**src/rtl/ibuf_port_arbiter_if.sv**
```systemverilog
// Requester, read-return and buffer-command signals of the input feature buffer arbiter.
// slave = arbiter side, master = requester/buffer side.
interface ibuf_port_arbiter_if #(
    parameter int unsigned COLW = 28,
    parameter int unsigned DW   = 64
);
    logic            wr_req;
    logic [1:0]      wr_bank;
    logic [1:0]      wr_row;
    logic [COLW-1:0] wr_col;
    logic [DW-1:0]   wr_data;
    logic            wr_last;
    logic            wr_gnt;

    logic            rd_req;
    logic [1:0]      rd_rpsel;
    logic [1:0]      rd_bank;
    logic [1:0]      rd_row;
    logic [COLW-1:0] rd_col;
    logic            rd_gnt;
    logic            rd_rvalid;
    logic [1:0]      rd_rpsel_o;
    logic [DW-1:0]   rd_rdata;
    logic            blkend;

    logic            buf_en;
    logic            buf_we;
    logic [1:0]      buf_bank;
    logic [1:0]      buf_row;
    logic [COLW-1:0] buf_col;
    logic [DW-1:0]   buf_wdata;
    logic [DW-1:0]   buf_rdata;

    modport slave (
        input  wr_req, wr_bank, wr_row, wr_col, wr_data, wr_last,
        output wr_gnt,
        input  rd_req, rd_rpsel, rd_bank, rd_row, rd_col,
        output rd_gnt, rd_rvalid, rd_rpsel_o, rd_rdata, blkend,
        output buf_en, buf_we, buf_bank, buf_row, buf_col, buf_wdata,
        input  buf_rdata
    );

    modport master (
        output wr_req, wr_bank, wr_row, wr_col, wr_data, wr_last,
        input  wr_gnt,
        output rd_req, rd_rpsel, rd_bank, rd_row, rd_col,
        input  rd_gnt, rd_rvalid, rd_rpsel_o, rd_rdata, blkend,
        input  buf_en, buf_we, buf_bank, buf_row, buf_col, buf_wdata,
        output buf_rdata
    );
endinterface

```
**src/rtl/ibuf_port_arbiter.sv**
```systemverilog
// Single-port input feature buffer arbiter: read priority with forced write bursts
// against starvation, registered buffer command, tagged fixed-latency read return.
module ibuf_port_arbiter #(
    parameter int unsigned RD_LAT   = 3,
    parameter int unsigned MAX_WAIT = 8,
    parameter int unsigned WBURST   = 4
) (
    input  logic               clk,
    input  logic               rst_n,
    ibuf_port_arbiter_if.slave bus
);
    localparam int unsigned WCW = $clog2(MAX_WAIT + 1);
    localparam int unsigned BCW = $clog2(WBURST) + 1;

    typedef enum logic {RD_PRI, WR_BURST} state_t;

    state_t               state, state_nx;
    logic [WCW-1:0]       wait_cnt, wait_nx;
    logic [BCW-1:0]       burst_cnt, burst_nx;
    logic                 wr_gnt_c, rd_gnt_c, starve;
    logic [RD_LAT-1:0]    vpipe;
    logic [RD_LAT-1:0][1:0] tpipe;
    logic                 wlast_q;

    // Arbitration and next state; the cycle that flips to WR_BURST grants nobody.
    always_comb begin
        state_nx = state;
        wait_nx  = wait_cnt;
        burst_nx = burst_cnt;
        wr_gnt_c = 1'b0;
        rd_gnt_c = 1'b0;
        starve   = 1'b0;
        case (state)
            RD_PRI: begin
                starve   = bus.wr_req && (wait_cnt == WCW'(MAX_WAIT));
                rd_gnt_c = bus.rd_req && !starve;
                wr_gnt_c = bus.wr_req && !bus.rd_req && !starve;
                if (starve) begin
                    state_nx = WR_BURST;
                    burst_nx = '0;
                    wait_nx  = '0;
                end else if (wr_gnt_c || !bus.wr_req) begin
                    wait_nx = '0;
                end else begin
                    wait_nx = wait_cnt + WCW'(1);
                end
            end
            WR_BURST: begin
                wr_gnt_c = bus.wr_req;
                rd_gnt_c = bus.rd_req && !bus.wr_req;
                wait_nx  = '0;
                if (!bus.wr_req) begin
                    state_nx = RD_PRI;
                end else begin
                    burst_nx = burst_cnt + BCW'(1);
                    if (bus.wr_last || (burst_cnt == BCW'(WBURST - 1))) state_nx = RD_PRI;
                end
            end
            default: state_nx = RD_PRI;
        endcase
    end

    assign bus.wr_gnt = wr_gnt_c;
    assign bus.rd_gnt = rd_gnt_c;

    always_ff @(posedge clk or negedge rst_n) begin
        if (!rst_n) begin
            state     <= RD_PRI;
            wait_cnt  <= '0;
            burst_cnt <= '0;
        end else begin
            state     <= state_nx;
            wait_cnt  <= wait_nx;
            burst_cnt <= burst_nx;
        end
    end

    // Buffer command register; fields hold when idle.
    always_ff @(posedge clk or negedge rst_n) begin
        if (!rst_n) begin
            bus.buf_en    <= 1'b0;
            bus.buf_we    <= 1'b0;
            bus.buf_bank  <= '0;
            bus.buf_row   <= '0;
            bus.buf_col   <= '0;
            bus.buf_wdata <= '0;
        end else begin
            bus.buf_en <= wr_gnt_c || rd_gnt_c;
            if (wr_gnt_c) begin
                bus.buf_we    <= 1'b1;
                bus.buf_bank  <= bus.wr_bank;
                bus.buf_row   <= bus.wr_row;
                bus.buf_col   <= bus.wr_col;
                bus.buf_wdata <= bus.wr_data;
            end else if (rd_gnt_c) begin
                bus.buf_we   <= 1'b0;
                bus.buf_bank <= bus.rd_bank;
                bus.buf_row  <= bus.rd_row;
                bus.buf_col  <= bus.rd_col;
            end
        end
    end

    // Read return pipe (stage 0 aligns with buf_en) and block-end pulse.
    always_ff @(posedge clk or negedge rst_n) begin
        if (!rst_n) begin
            vpipe          <= '0;
            tpipe          <= '0;
            wlast_q        <= 1'b0;
            bus.blkend     <= 1'b0;
            bus.rd_rvalid  <= 1'b0;
            bus.rd_rpsel_o <= '0;
            bus.rd_rdata   <= '0;
        end else begin
            vpipe         <= {vpipe[RD_LAT-2:0], rd_gnt_c};
            tpipe         <= {tpipe[RD_LAT-2:0], bus.rd_rpsel};
            wlast_q       <= wr_gnt_c && bus.wr_last;
            bus.blkend    <= wlast_q;
            bus.rd_rvalid <= vpipe[RD_LAT-1];
            if (vpipe[RD_LAT-1]) begin
                bus.rd_rpsel_o <= tpipe[RD_LAT-1];
                bus.rd_rdata   <= bus.buf_rdata;
            end
        end
    end
endmodule
```
**src/flat_wrapper.sv**
```systemverilog
// flat-port wrapper written by rule: the top's interface ports become plain ports
module ibuf_port_arbiter_flat 
#(
    parameter int unsigned RD_LAT   = 3,
    parameter int unsigned MAX_WAIT = 8,
    parameter int unsigned WBURST   = 4
)
  (clk, rst_n, bus_wr_req, bus_wr_bank, bus_wr_row, bus_wr_col, bus_wr_data, bus_wr_last, bus_wr_gnt, bus_rd_req, bus_rd_rpsel, bus_rd_bank, bus_rd_row, bus_rd_col, bus_rd_gnt, bus_rd_rvalid, bus_rd_rpsel_o, bus_rd_rdata, bus_blkend, bus_buf_en, bus_buf_we, bus_buf_bank, bus_buf_row, bus_buf_col, bus_buf_wdata, bus_buf_rdata);
  ibuf_port_arbiter_if bus_i ();
  input  logic clk;
  input  logic rst_n;
  input wire logic [$bits(bus_i.wr_req)-1:0] bus_wr_req;
  input wire logic [$bits(bus_i.wr_bank)-1:0] bus_wr_bank;
  input wire logic [$bits(bus_i.wr_row)-1:0] bus_wr_row;
  input wire logic [$bits(bus_i.wr_col)-1:0] bus_wr_col;
  input wire logic [$bits(bus_i.wr_data)-1:0] bus_wr_data;
  input wire logic [$bits(bus_i.wr_last)-1:0] bus_wr_last;
  output wire logic [$bits(bus_i.wr_gnt)-1:0] bus_wr_gnt;
  input wire logic [$bits(bus_i.rd_req)-1:0] bus_rd_req;
  input wire logic [$bits(bus_i.rd_rpsel)-1:0] bus_rd_rpsel;
  input wire logic [$bits(bus_i.rd_bank)-1:0] bus_rd_bank;
  input wire logic [$bits(bus_i.rd_row)-1:0] bus_rd_row;
  input wire logic [$bits(bus_i.rd_col)-1:0] bus_rd_col;
  output wire logic [$bits(bus_i.rd_gnt)-1:0] bus_rd_gnt;
  output wire logic [$bits(bus_i.rd_rvalid)-1:0] bus_rd_rvalid;
  output wire logic [$bits(bus_i.rd_rpsel_o)-1:0] bus_rd_rpsel_o;
  output wire logic [$bits(bus_i.rd_rdata)-1:0] bus_rd_rdata;
  output wire logic [$bits(bus_i.blkend)-1:0] bus_blkend;
  output wire logic [$bits(bus_i.buf_en)-1:0] bus_buf_en;
  output wire logic [$bits(bus_i.buf_we)-1:0] bus_buf_we;
  output wire logic [$bits(bus_i.buf_bank)-1:0] bus_buf_bank;
  output wire logic [$bits(bus_i.buf_row)-1:0] bus_buf_row;
  output wire logic [$bits(bus_i.buf_col)-1:0] bus_buf_col;
  output wire logic [$bits(bus_i.buf_wdata)-1:0] bus_buf_wdata;
  input wire logic [$bits(bus_i.buf_rdata)-1:0] bus_buf_rdata;
  assign bus_i.wr_req = bus_wr_req;
  assign bus_i.wr_bank = bus_wr_bank;
  assign bus_i.wr_row = bus_wr_row;
  assign bus_i.wr_col = bus_wr_col;
  assign bus_i.wr_data = bus_wr_data;
  assign bus_i.wr_last = bus_wr_last;
  assign bus_wr_gnt = bus_i.wr_gnt;
  assign bus_i.rd_req = bus_rd_req;
  assign bus_i.rd_rpsel = bus_rd_rpsel;
  assign bus_i.rd_bank = bus_rd_bank;
  assign bus_i.rd_row = bus_rd_row;
  assign bus_i.rd_col = bus_rd_col;
  assign bus_rd_gnt = bus_i.rd_gnt;
  assign bus_rd_rvalid = bus_i.rd_rvalid;
  assign bus_rd_rpsel_o = bus_i.rd_rpsel_o;
  assign bus_rd_rdata = bus_i.rd_rdata;
  assign bus_blkend = bus_i.blkend;
  assign bus_buf_en = bus_i.buf_en;
  assign bus_buf_we = bus_i.buf_we;
  assign bus_buf_bank = bus_i.buf_bank;
  assign bus_buf_row = bus_i.buf_row;
  assign bus_buf_col = bus_i.buf_col;
  assign bus_buf_wdata = bus_i.buf_wdata;
  assign bus_i.buf_rdata = bus_buf_rdata;
  ibuf_port_arbiter #(.RD_LAT(RD_LAT), .MAX_WAIT(MAX_WAIT), .WBURST(WBURST)) u_core (.clk(clk), .rst_n(rst_n), .bus(bus_i));
endmodule
```
**config.mk**
```make
export PLATFORM = sky130hd
export DESIGN_NAME = ibuf_port_arbiter_flat
export DESIGN_NICKNAME = d
export VERILOG_FILES = /design/src/rtl/ibuf_port_arbiter_if.sv /design/src/rtl/ibuf_port_arbiter.sv /design/src/flat_wrapper.sv
export SDC_FILE = /design/constraint.sdc
export NUM_CORES = 1
export LEC_CHECK = 0
export CORE_AREA = 2 2 143 145
export CTS_BUF_LIST = sky130_fd_sc_hd__clkbuf_4
export DETAILED_ROUTE_END_ITERATION = 7
export DIE_AREA = 0 0 145 147
export PLACE_DENSITY = 0.84
export SLEW_MARGIN = 20
export SYNTH_ARGS = -nofsm -noshare
export SYNTH_HDL_FRONTEND = slang
export SYNTH_SLANG_ARGS = --single-unit
```
**constraint.sdc**
```tcl
create_clock -name clk -period 5.7 [get_ports clk]
set_input_delay 1.14 -clock clk [delete_from_list [all_inputs] [get_ports clk]]
set_output_delay 1.14 -clock clk [all_outputs]
set_load 0.1 [all_outputs]
```
==> metrics.md <==
| Metric | Value |
|---|---|
| Routability congestion estimate | 0.767 |
| H-tree depth | 4 |
| Vias post-DR | 5389 |
| Fin nets | 1075 |
| Max-slew violations | 0 |
| Synth Area per Inst | 14.2 sq um |
| Post-CTS Hold Fix Bufs | 0 |
| # clock sinks | 184 |
| Simple-Gate Fraction of Synth Area | 1.62% |
| DR vias/cell | 4.67 |
| GRT Total Usage | 18.6% |
| RSZ-0062 raised after global routing | no |
| Final period util | 72.1% |
| Clock Pin Slew Worst Setup and Hold Paths | 0.16 ns |
| DRT Wirelength | 19900 microns |
| Compound-Gate Fraction of Synth Area | 5.30% |
| Top FF cell, synth | dfrtp_1 |
| Die Wd | 145 microns |
| GRT overflow | 0 |
| Setup bufs post-CTS | 0 |
| Post-synthesis adder-cell area fraction | 0.697% |
| Maximum vdd drop | 0.000166 V |
| Dpl hpwl | 14800 microns |
| Largest family of logic cells by synthesized area | multiplexers |
| FF+latch count, synth | 184 |
| Clock Skews | 0.0306 ns |
| P&R area growth vs syn | 57.8% |
| Final core utilization | 57.1% |
| Layout fillers | 1638 |
| Detailed-route wire length per cell | 17.3 microns |
| Top-count cell post-synth | dfrtp_1 |
| Drt drc | 0 |
| Cells after synthesis | 507 |
| XOR/XNOR Fraction of Synth Area | 0.244% |
| I/O Pins | 367 |
| Resized cells post-CTS | 0 |
| Fin Hold WS | 0.340 ns |
| Root Driver | clkbuf_4 |
| R2R Setup Slk | 2.82 ns |
| Crit path required time | 4.56 ns |
| Netlist cell types | 27 |
| Area contributors post-synth | dfrtp_1, mux2_2, inv_1 |
| Setup TNS | 0 ns |
| Drt initial violations | 379 |
| Max Cap Viol | 0 |
| Slew headroom | 28.0% |
| Synth area leader | dfrtp_1 |
| Startpoint Class | input pin |
| First-pass GRT wire length | 31100 microns |
| Net Count, Synth | 710 |
| Largest net degree at the start of global routing | 107 |
| Worst Tran Pin Value | 1.08 ns |
| Pleak | 5.02 nW |
| Hold Path Class | reg2reg |
| First-pass iteration count of the detailed router | 6 |
| Final Critical Period | 4.11 ns |
| Worst Setup Path Type | in2out |
| Starting density of the core | 36.2% |
| Sequential share of the synthesized area | 64.1% |
| Async SR Flop Fraction | 100% |
| Cell Rows | 52 |
| CTS buffer count | 17 |
| CTS tree | built |
| Proportion of synthesized area in mux cells | 20.4% |
| Core Area | 19800 sq um |
| Antenna violations before repair | 1 |
| Vias in the first global route | 5663 |
| Peak fanout along the critical path | 40 |
| Share of layout cells above drive strength 1 | 19.6% |
| CTS Buffer Depth | 2 |
| Outcome | complete, no violations |
| Die area | 21300 sq um |
| Number of synthesized flops with an enable pin | 0 |
| DRT antenna net count | 0 |
| CP Capture Type | output port |
| DIE HEIGHT | 147 microns |
| Synth top cells by count | dfrtp_1, mux2_2, inv_1 |
| Number of setup violations in the final report | 0 |
| CP arrival | 2.97 ns |
| Hold Fails Final Rpt | 0 |
| Power Dens Cells | 345 nW/um^2 |
| Yosys warns | 0 |
| PortBufs | 366 |
| Fmax | 243 MHz |
| Clk Latency, worst-skew pair | 0.55 ns |
| Cell Area, Synth | 7180 sq um |
| Share of the synthesized area in the top cell type | 64.1% |
-- final cells by class --
type	instances	area (sq um)	share of cell area, %
diodes	1	2.50	0.0221
clock buffers	17	128	1.13
clock inverters	14	134	1.18
inverters	102	383	3.38
multi-input cells	196	2030	17.9
flip-flops and latches	184	4610	40.6
well taps	270	338	2.98
repair buffers	371	3710	32.8
-- per-stage QoR --
step                      setup WS, ns  instance area [sq um]  cells  total power, mW
after floorplan                   1.82                   7180    507             2.74
after global placement            1.65                  11100   1123             3.24
after detailed placement          1.61                  11100   1123             3.26
after CTS                         1.60                  11300   1154             3.95
after global routing              1.52                  11300   1155             4.06
final                             1.59                  11300   1155             3.91
-- power breakdown --
part           internal [mW]  switching (mW)
registers               1.45          0.0731
logic                  0.462            1.24
clock network          0.192           0.494
total                   2.10            1.81
-- flip-flops by register name, indices dropped and copies added, names as in the netlist, 2 cells and up --
name                   count
u_core.bus.buf_wdata      64
u_core.bus.rd_rdata       64
u_core.bus.buf_col        28
u_core.tpipe               6
u_core.wait_cnt            4
u_core.burst_cnt           3
u_core.vpipe               3
u_core.bus.buf_bank        2
u_core.bus.buf_row         2
u_core.bus.rd_rpsel_o      2
-- per-layer routing --
metal	up-vias	wire length, microns	GRT usage, %
met2	278	10000	32.1
met5	-	0	0
li1	2452	-	-
met1	2636	7820	22.0
met3	23	1780	6.71
met4	0	312	5.50
-- placed cells by master, fill, tap and decap left out --
| master | count |
|---|---|
| clkdlybuf4s50_1 | 363 |
| dfrtp_1 | 183 |
| mux2_2 | 130 |
| inv_1 | 102 |
| a222oi_1 | 32 |
| clkbuf_4 | 17 |
| nor2_1 | 8 |
| buf_4 | 6 |
| clkinv_4 | 5 |
| ha_1 | 4 |
| inv_6 | 4 |
| a21oi_1 | 3 |
| inv_8 | 3 |
| nand3_1 | 2 |
| diode_2 | 1 |
| and4bb_2 | 1 |
| nor2b_1 | 1 |
| nor3_4 | 1 |
| nand3b_1 | 1 |
| xnor2_1 | 1 |
| nand4b_1 | 1 |
| nand2_1 | 1 |
| and3_1 | 1 |
| a21o_2 | 1 |
| and2_1 | 1 |
| xor2_1 | 1 |
| and3b_1 | 1 |
| o21ai_0 | 1 |
| a32o_1 | 1 |
| a21o_1 | 1 |
| o2bb2ai_1 | 1 |
| o22ai_1 | 1 |
| clkinv_2 | 1 |
| clkinv_8 | 1 |
| clkbuf_8 | 1 |
| buf_12 | 1 |
| dfrtp_2 | 1 |
-- cells by family (layout without fill, tap and decap cells) --
family / after synthesis / count (layout)
fa+ha+maj: 4 / 4
mux: 130 / 130
compound gates: 41 / 41
flops: 184 / 184
other cells: 0 / 1
buf+inv: 127 / 504
simple gates: 19 / 19
xor+xnor: 2 / 2
-- critical path, cell delays in order --
cell and delay, ns:
clkdlybuf4s50_1 0.63, inv_1 0.16, nor3_4 0.20, buf_4 0.45, buf_4 0.38
-- final timing paths --
| path | startpoint | endpoint | cells past startpoint |
|---|---|---|---|
| max in group asynchronous | rst_n | u_core.bus.buf_wdata[13]$_DFFE_PN0P_ | 2 |
| setup reg to reg | u_core.wait_cnt[0]$_DFF_PN0_ | u_core.bus.buf_wdata[43]$_DFFE_PN0P_ | 7 |
| setup / recovery | bus_wr_req | bus_wr_gnt | 5 |
| hold / removal | u_core.vpipe[1]$_DFF_PN0_ | u_core.vpipe[2]$_DFF_PN0_ | 0 |
| hold reg to reg | u_core.vpipe[1]$_DFF_PN0_ | u_core.vpipe[2]$_DFF_PN0_ | 0 |
| min in group asynchronous | rst_n | u_core.bus.buf_bank[1]$_DFFE_PN0P_ | 1 |
Note: power is estimated with default switching activity, not from simulation.
==> patch 1, RTL diff (config.mk and constraints unchanged) <==
`MAX_WAIT` is set to 8 in 2 places; all go to 16.
--- a/src/rtl/ibuf_port_arbiter.sv
+++ b/src/rtl/ibuf_port_arbiter.sv
@@ -3,5 +3,5 @@
 module ibuf_port_arbiter #(
     parameter int unsigned RD_LAT   = 3,
-    parameter int unsigned MAX_WAIT = 8,
+    parameter int unsigned MAX_WAIT = 16,
     parameter int unsigned WBURST   = 4
 ) (
--- a/src/flat_wrapper.sv
+++ b/src/flat_wrapper.sv
@@ -3,5 +3,5 @@
 #(
     parameter int unsigned RD_LAT   = 3,
-    parameter int unsigned MAX_WAIT = 8,
+    parameter int unsigned MAX_WAIT = 16,
     parameter int unsigned WBURST   = 4
 )
Formal check against the unedited RTL: not equivalent (a bounded check fails within 10 cycles, from zero or initial values and one cycle with rst_n low).
==> patch 1 against the original RTL <==
  * Power up 2.5%
  * Via count down 4.8%
  * Sequential cell count grew 1
  * Area after synthesis rose by 1.0%
  * Routed wire length down 2.4%
  * Worst hold slack better by 11 ps
  * First-iteration DRC count decreased by 63%
  * Fmax rose by 4.4%
  * Critical path depth up 1
  * Setup slack better by 170 ps
  * Final area is 1.1% higher
  * Largest power group unchanged
==> patch 1: results (changes against the original RTL) <==
Run status
  – Status: finished clean

Placement
  – Post-DP HPWL: 14.5 mm (-1.6%)
  – Setup WS pre-CTS: 1760 ps (+154 ps)
  – Placer Congestion: 0.772 (+0.61%)

Synthesis
  – Commonest cells post-synth: dfrtp_1 (185), mux2_2 (81), mux2_4 (49)
  – Mux contribution to synthesized area: 22.7% (+2.3 points)
  – XOR/XNOR share of the synthesized area: 0.362% (+0.12 points)
  – Synthesized-area fraction occupied by adder cells: 0.690% (-0.0070 points)
  – Synth top area cells: dfrtp_1 (64%), mux2_2 (13%), mux2_4 (10%)
  – Total nets after synthesis: 651 (-8.3%)
  – Post-synthesis compound-gate area fraction: 5.85% (+0.55 points)
  – Post-synthesis sequential area ratio: 63.8% (-0.30 points)

GRT
  – GRT Total Usage: 18.5% (-0.093 points)
  – M3 GR Usage: 5.53% (-1.2 points)
  – First-pass GRT wire length: 30.8 mm (-0.97%)
  – Initial antenna violation count: 2 (+1)
  – Vias in the first global route: 5,593 (-1.2%)
  – Largest net degree at the start of global routing: 99 (-7.5%)
  – Routing usage on met1: 21.7% (-0.33 points)

Setup path
  – Arrival @ worst endpoint: 2800 ps (-170 ps)
  – Max FO, Critical Path: 33 (-18%)
  – Worst R2R Setup Slack: 3060 ps (+240 ps)
  – R2r endpoint: u_core.bus.buf_wdata[2]
  – Reg2reg path depth: 9 (+2)

Clock network
  – Clock latency at the later pin of the worst-skew pair: 570 ps (+20 ps)
  – Clock sinks: 185 (+0.54%)

Layout
  – Top flop regs: u_core.bus.buf_wdata: 64 flops, u_core.bus.rd_rdata: 64 flops, u_core.bus.buf_col: 28 flops
  – Final #Nets: 1,017 (-5.4%)
  – Signal buf overhead: 32.4% (-0.36 points)
  – Multi-input comb cells: 231 (+18%)
  – Share of cells above drive strength 1: 29.1% (+9.5 points)
  – Fillers: 1,593 (-2.7%)
  – Antenna Cells: 2 (+1)
  – Fraction of area in multi-input gates: 21.5% (+3.6 points)
  – Inverter count: 8 (-92%)
  – Sequential cell area: 0.00463 mm^2 (+0.54%)
  – Clock buffers and inverters, area share: 2.45% (+0.14 points)

Routing
  – Met1 WL: 7.66 mm (-1.9%)
  – Met2 WL: 9.86 mm (-1.7%)
  – DR pass1 iterations: 4 (-2)
  – Post-DR vias/cell: 4.67 (+0.17%)
  – Wire per inst: 17.7 um (+2.7%)
  – Metal3 WL: 1.44 mm (-19%)

Timing
  – Worst Max-Slew Pin Slew: 1030 ps (-43.4 ps)
  – Worst Clk Skew: 23.2 ps (-7.39 ps)
  – Worst hold slack: 351 ps (+10.9 ps)
  – Crit share post-route: 69.1% (-3.0 points)

Power
  – Sw Pwr: 1.81 mW (+0.21%)
  – LEAKAGE: 4.75 nW (-5.4%)
  – Switching Share: 45.3% (-1.0 points)
  – Peak VDD IR: 0.000171 V (+3.1%)
## patch 1: cell types whose count changed after synthesis, moves of 3 or more
cell / change
clkbuf_1: -3
buf_6: -3
mux2_4: +49
a222oi_1: -32
or2_2: +32
nand2_1: +3
buf_2: +4
o221a_2: +32
mux2_2: -49
inv_1: -95
## patch 1: metrics by stage
step	cell area (um^2)	util, %	instances
2_1_floorplan	7250	-	448
3_3_place_gp	11200	56.3	1065
3_5_place_dp	11200	56.3	1065
4_1_cts	11500	57.7	1096
5_1_grt	11500	57.8	1098
6_report	11500	57.8	1098
## patch 1: worst max-delay path by stage
stage / depth (start not counted) / end / startpoint
after global routing: 6 / bus_rd_gnt / bus_wr_req
final: 6 / bus_rd_gnt / bus_wr_req
after detailed placement: 6 / bus_rd_gnt / bus_wr_req
after global placement: 6 / bus_rd_gnt / bus_wr_req
after floorplan: 5 / bus_rd_gnt / bus_wr_req
after CTS: 6 / bus_rd_gnt / bus_wr_req
==> patch 2, RTL diff (config.mk and constraints unchanged) <==
Made on the original files. Make the reset (`rst_n`) synchronous in 3 clocked blocks.
--- a/src/rtl/ibuf_port_arbiter.sv
+++ b/src/rtl/ibuf_port_arbiter.sv
@@ -64,5 +64,5 @@
     assign bus.rd_gnt = rd_gnt_c;
 
-    always_ff @(posedge clk or negedge rst_n) begin
+    always_ff @(posedge clk) begin
         if (!rst_n) begin
             state     <= RD_PRI;
@@ -77,5 +77,5 @@
 
     // Buffer command register; fields hold when idle.
-    always_ff @(posedge clk or negedge rst_n) begin
+    always_ff @(posedge clk) begin
         if (!rst_n) begin
             bus.buf_en    <= 1'b0;
@@ -103,5 +103,5 @@
 
     // Read return pipe (stage 0 aligns with buf_en) and block-end pulse.
-    always_ff @(posedge clk or negedge rst_n) begin
+    always_ff @(posedge clk) begin
         if (!rst_n) begin
             vpipe          <= '0;
Check against the original RTL: differs if rst_n is asserted again (counterexample within 4 cycles, from zero or initial values and one cycle with rst_n low); with rst_n held inactive, the same outputs for 10 cycles.
==> patch 2 against the original RTL <==
  * Final area increased by 6.1%
  * Die area unchanged
  * Worst hold slack improved by 110 ps
  * Core utilization increased by 3.5 points
  * Sequential share of layout area decreased by 10 points
  * Largest cell class is now non-clock buffers
  * Area after synthesis increased by 12%
  * Setup slack improved by 440 ps
  * Routed wire length increased by 30%
  * Fmax increased by 12%
  * Sequential cell count unchanged
Power is not compared: it rests on default switching activity, and its combinational part moved more than twofold at a synthesized area within 25%.
==> patch 2: results (changes against the original RTL) <==
Setup path
  – Max FO, Critical Path: 35 (-13%)
  – Slowest stage delay, CP: 420 ps (-210 ps)
  – Slowest CP cell: dfxtp_1
  – Arrival @ worst endpoint: 2530 ps (-440 ps)
  – Delay-heaviest family, CP: buffers and inverters

Routing
  – DR pass1 iterations: 5 (-1)
  – Via count: 7,771 (+44%)
  – Wire per inst: 18.1 um (+4.6%)
  – Met2 WL: 12.4 mm (+24%)
  – Met1 WL: 10.9 mm (+40%)
  – Metal3 WL: 1.65 mm (-7.1%)
  – Detailed Route Iter0 Violations: 514 (+36%)

GRT
  – GRT met2 Usage: 37.4% (+5.3 points)
  – Vias in the first global route: 7,379 (+30%)
  – GRT Total Usage: 23.3% (+4.7 points)
  – First-pass GRT wire length: 40.3 mm (+29%)
  – Initial antenna violation count: 2 (+1)
  – M3 GR Usage: 5.81% (-0.90 points)
  – Largest net degree at the start of global routing: 97 (-9.3%)
  – Routing usage on met1: 29.8% (+7.8 points)

Run status
  – Status: finished clean

Synthesis
  – Commonest cells post-synth: dfxtp_1 (184), nor2_1 (71), a21oi_1 (67)
  – Netlist cell types: 39 (+44%)
  – Total nets after synthesis: 1,055 (+49%)
  – Synth Flop Type: dfxtp_1
  – Post-synthesis sequential area ratio: 45.8% (-18 points)
  – Post-synthesis instance total: 852 (+68%)
  – Synth top area cells: dfxtp_1 (46%), mux2i_1 (8.2%), o31ai_1 (6.0%)
  – Ys async rst share: 0% (-100 points)

Clock network
  – Worst-path clk slew: 180 ps (+20 ps)
  – Clock latency at the later pin of the worst-skew pair: 570 ps (+20 ps)

Placement
  – Post-DP HPWL: 17.1 mm (+16%)
  – Placer Congestion: 0.816 (+6.3%)
  – Area after DPL: 0.0117 mm^2 (+5.6%)
  – Post-Place Cells: 1,403 (+25%)

Layout
  – Fillers: 1,678 (+2.4%)
  – Final #Nets: 1,357 (+26%)
  – Share of cells above drive strength 1: 9.94% (-9.6 points)

Timing
  – Worst Clk Skew: 28.5 ps (-2.09 ps)
  – Worst Max-Slew Pin Slew: 1040 ps (-37.0 ps)
==> patch 2: cell types whose count changed after synthesis, sizes merged, moves of 35 or more <==
cell    delta
dfrtp    -184
dfxtp    +184
mux2      -98
mux2i     +66
nor3      +65
a21oi     +64
inv       -64
nand4     +64
o31ai     +64
nor2      +63
buf       +35
clkbuf    +35
==> patch 2: power breakdown <==
part / internal, mW / switching (mW)
combinational: 0.277 / 0.535
sequential: 1.34 / 0.0328
clock: 0.201 / 0.530
==> patch 2: per-stage QoR <==
stage | power [mW] | setup slack [ps] | hold slack (ps)
after floorplan | 1.93 | 2050 | 412
after global placement | 2.20 | 2090 | 415
after detailed placement | 2.21 | 2070 | 419
after CTS | 2.94 | 1940 | 455
after global routing | 3.04 | 1790 | 462
final | 2.92 | 2030 | 445
==> patch 2: layout make-up <==
type                       count  share of cell area [%]
sequential                   184                    30.7
clock buffer                  17                    1.06
inverter                      38                    1.21
antenna                        2                  0.0416
timing repair buffer         378                    31.5
clock inverter                15                    1.31
tap                          270                    2.81
multi-input combinational    535                    31.4
==> patch 2: cell families after synthesis <==
group / count (synthesis) / synth area share (%)
DFF: 184 / 45.8
muxes: 98 / 12.7
and+or+nand+nor: 228 / 14.7
adders and majority gates: 4 / 0.622
buffers and inverters: 133 / 7.54
xor gates and xnor gates: 2 / 0.218
AOI/OAI and AO/OA: 203 / 18.5
==> patch 2: final timing paths <==
kind                      startpoint                        to  slack [ps]  depth (start not counted)
hold / removal       u_core.tpipe[1]           u_core.tpipe[3]         450                          1
hold reg to reg      u_core.tpipe[1]           u_core.tpipe[3]         450                          1
setup reg to reg  u_core.wait_cnt[0]  u_core.bus.buf_wdata[16]        3560                          5
setup / recovery  u_core.wait_cnt[0]                bus_rd_gnt        2030                          7
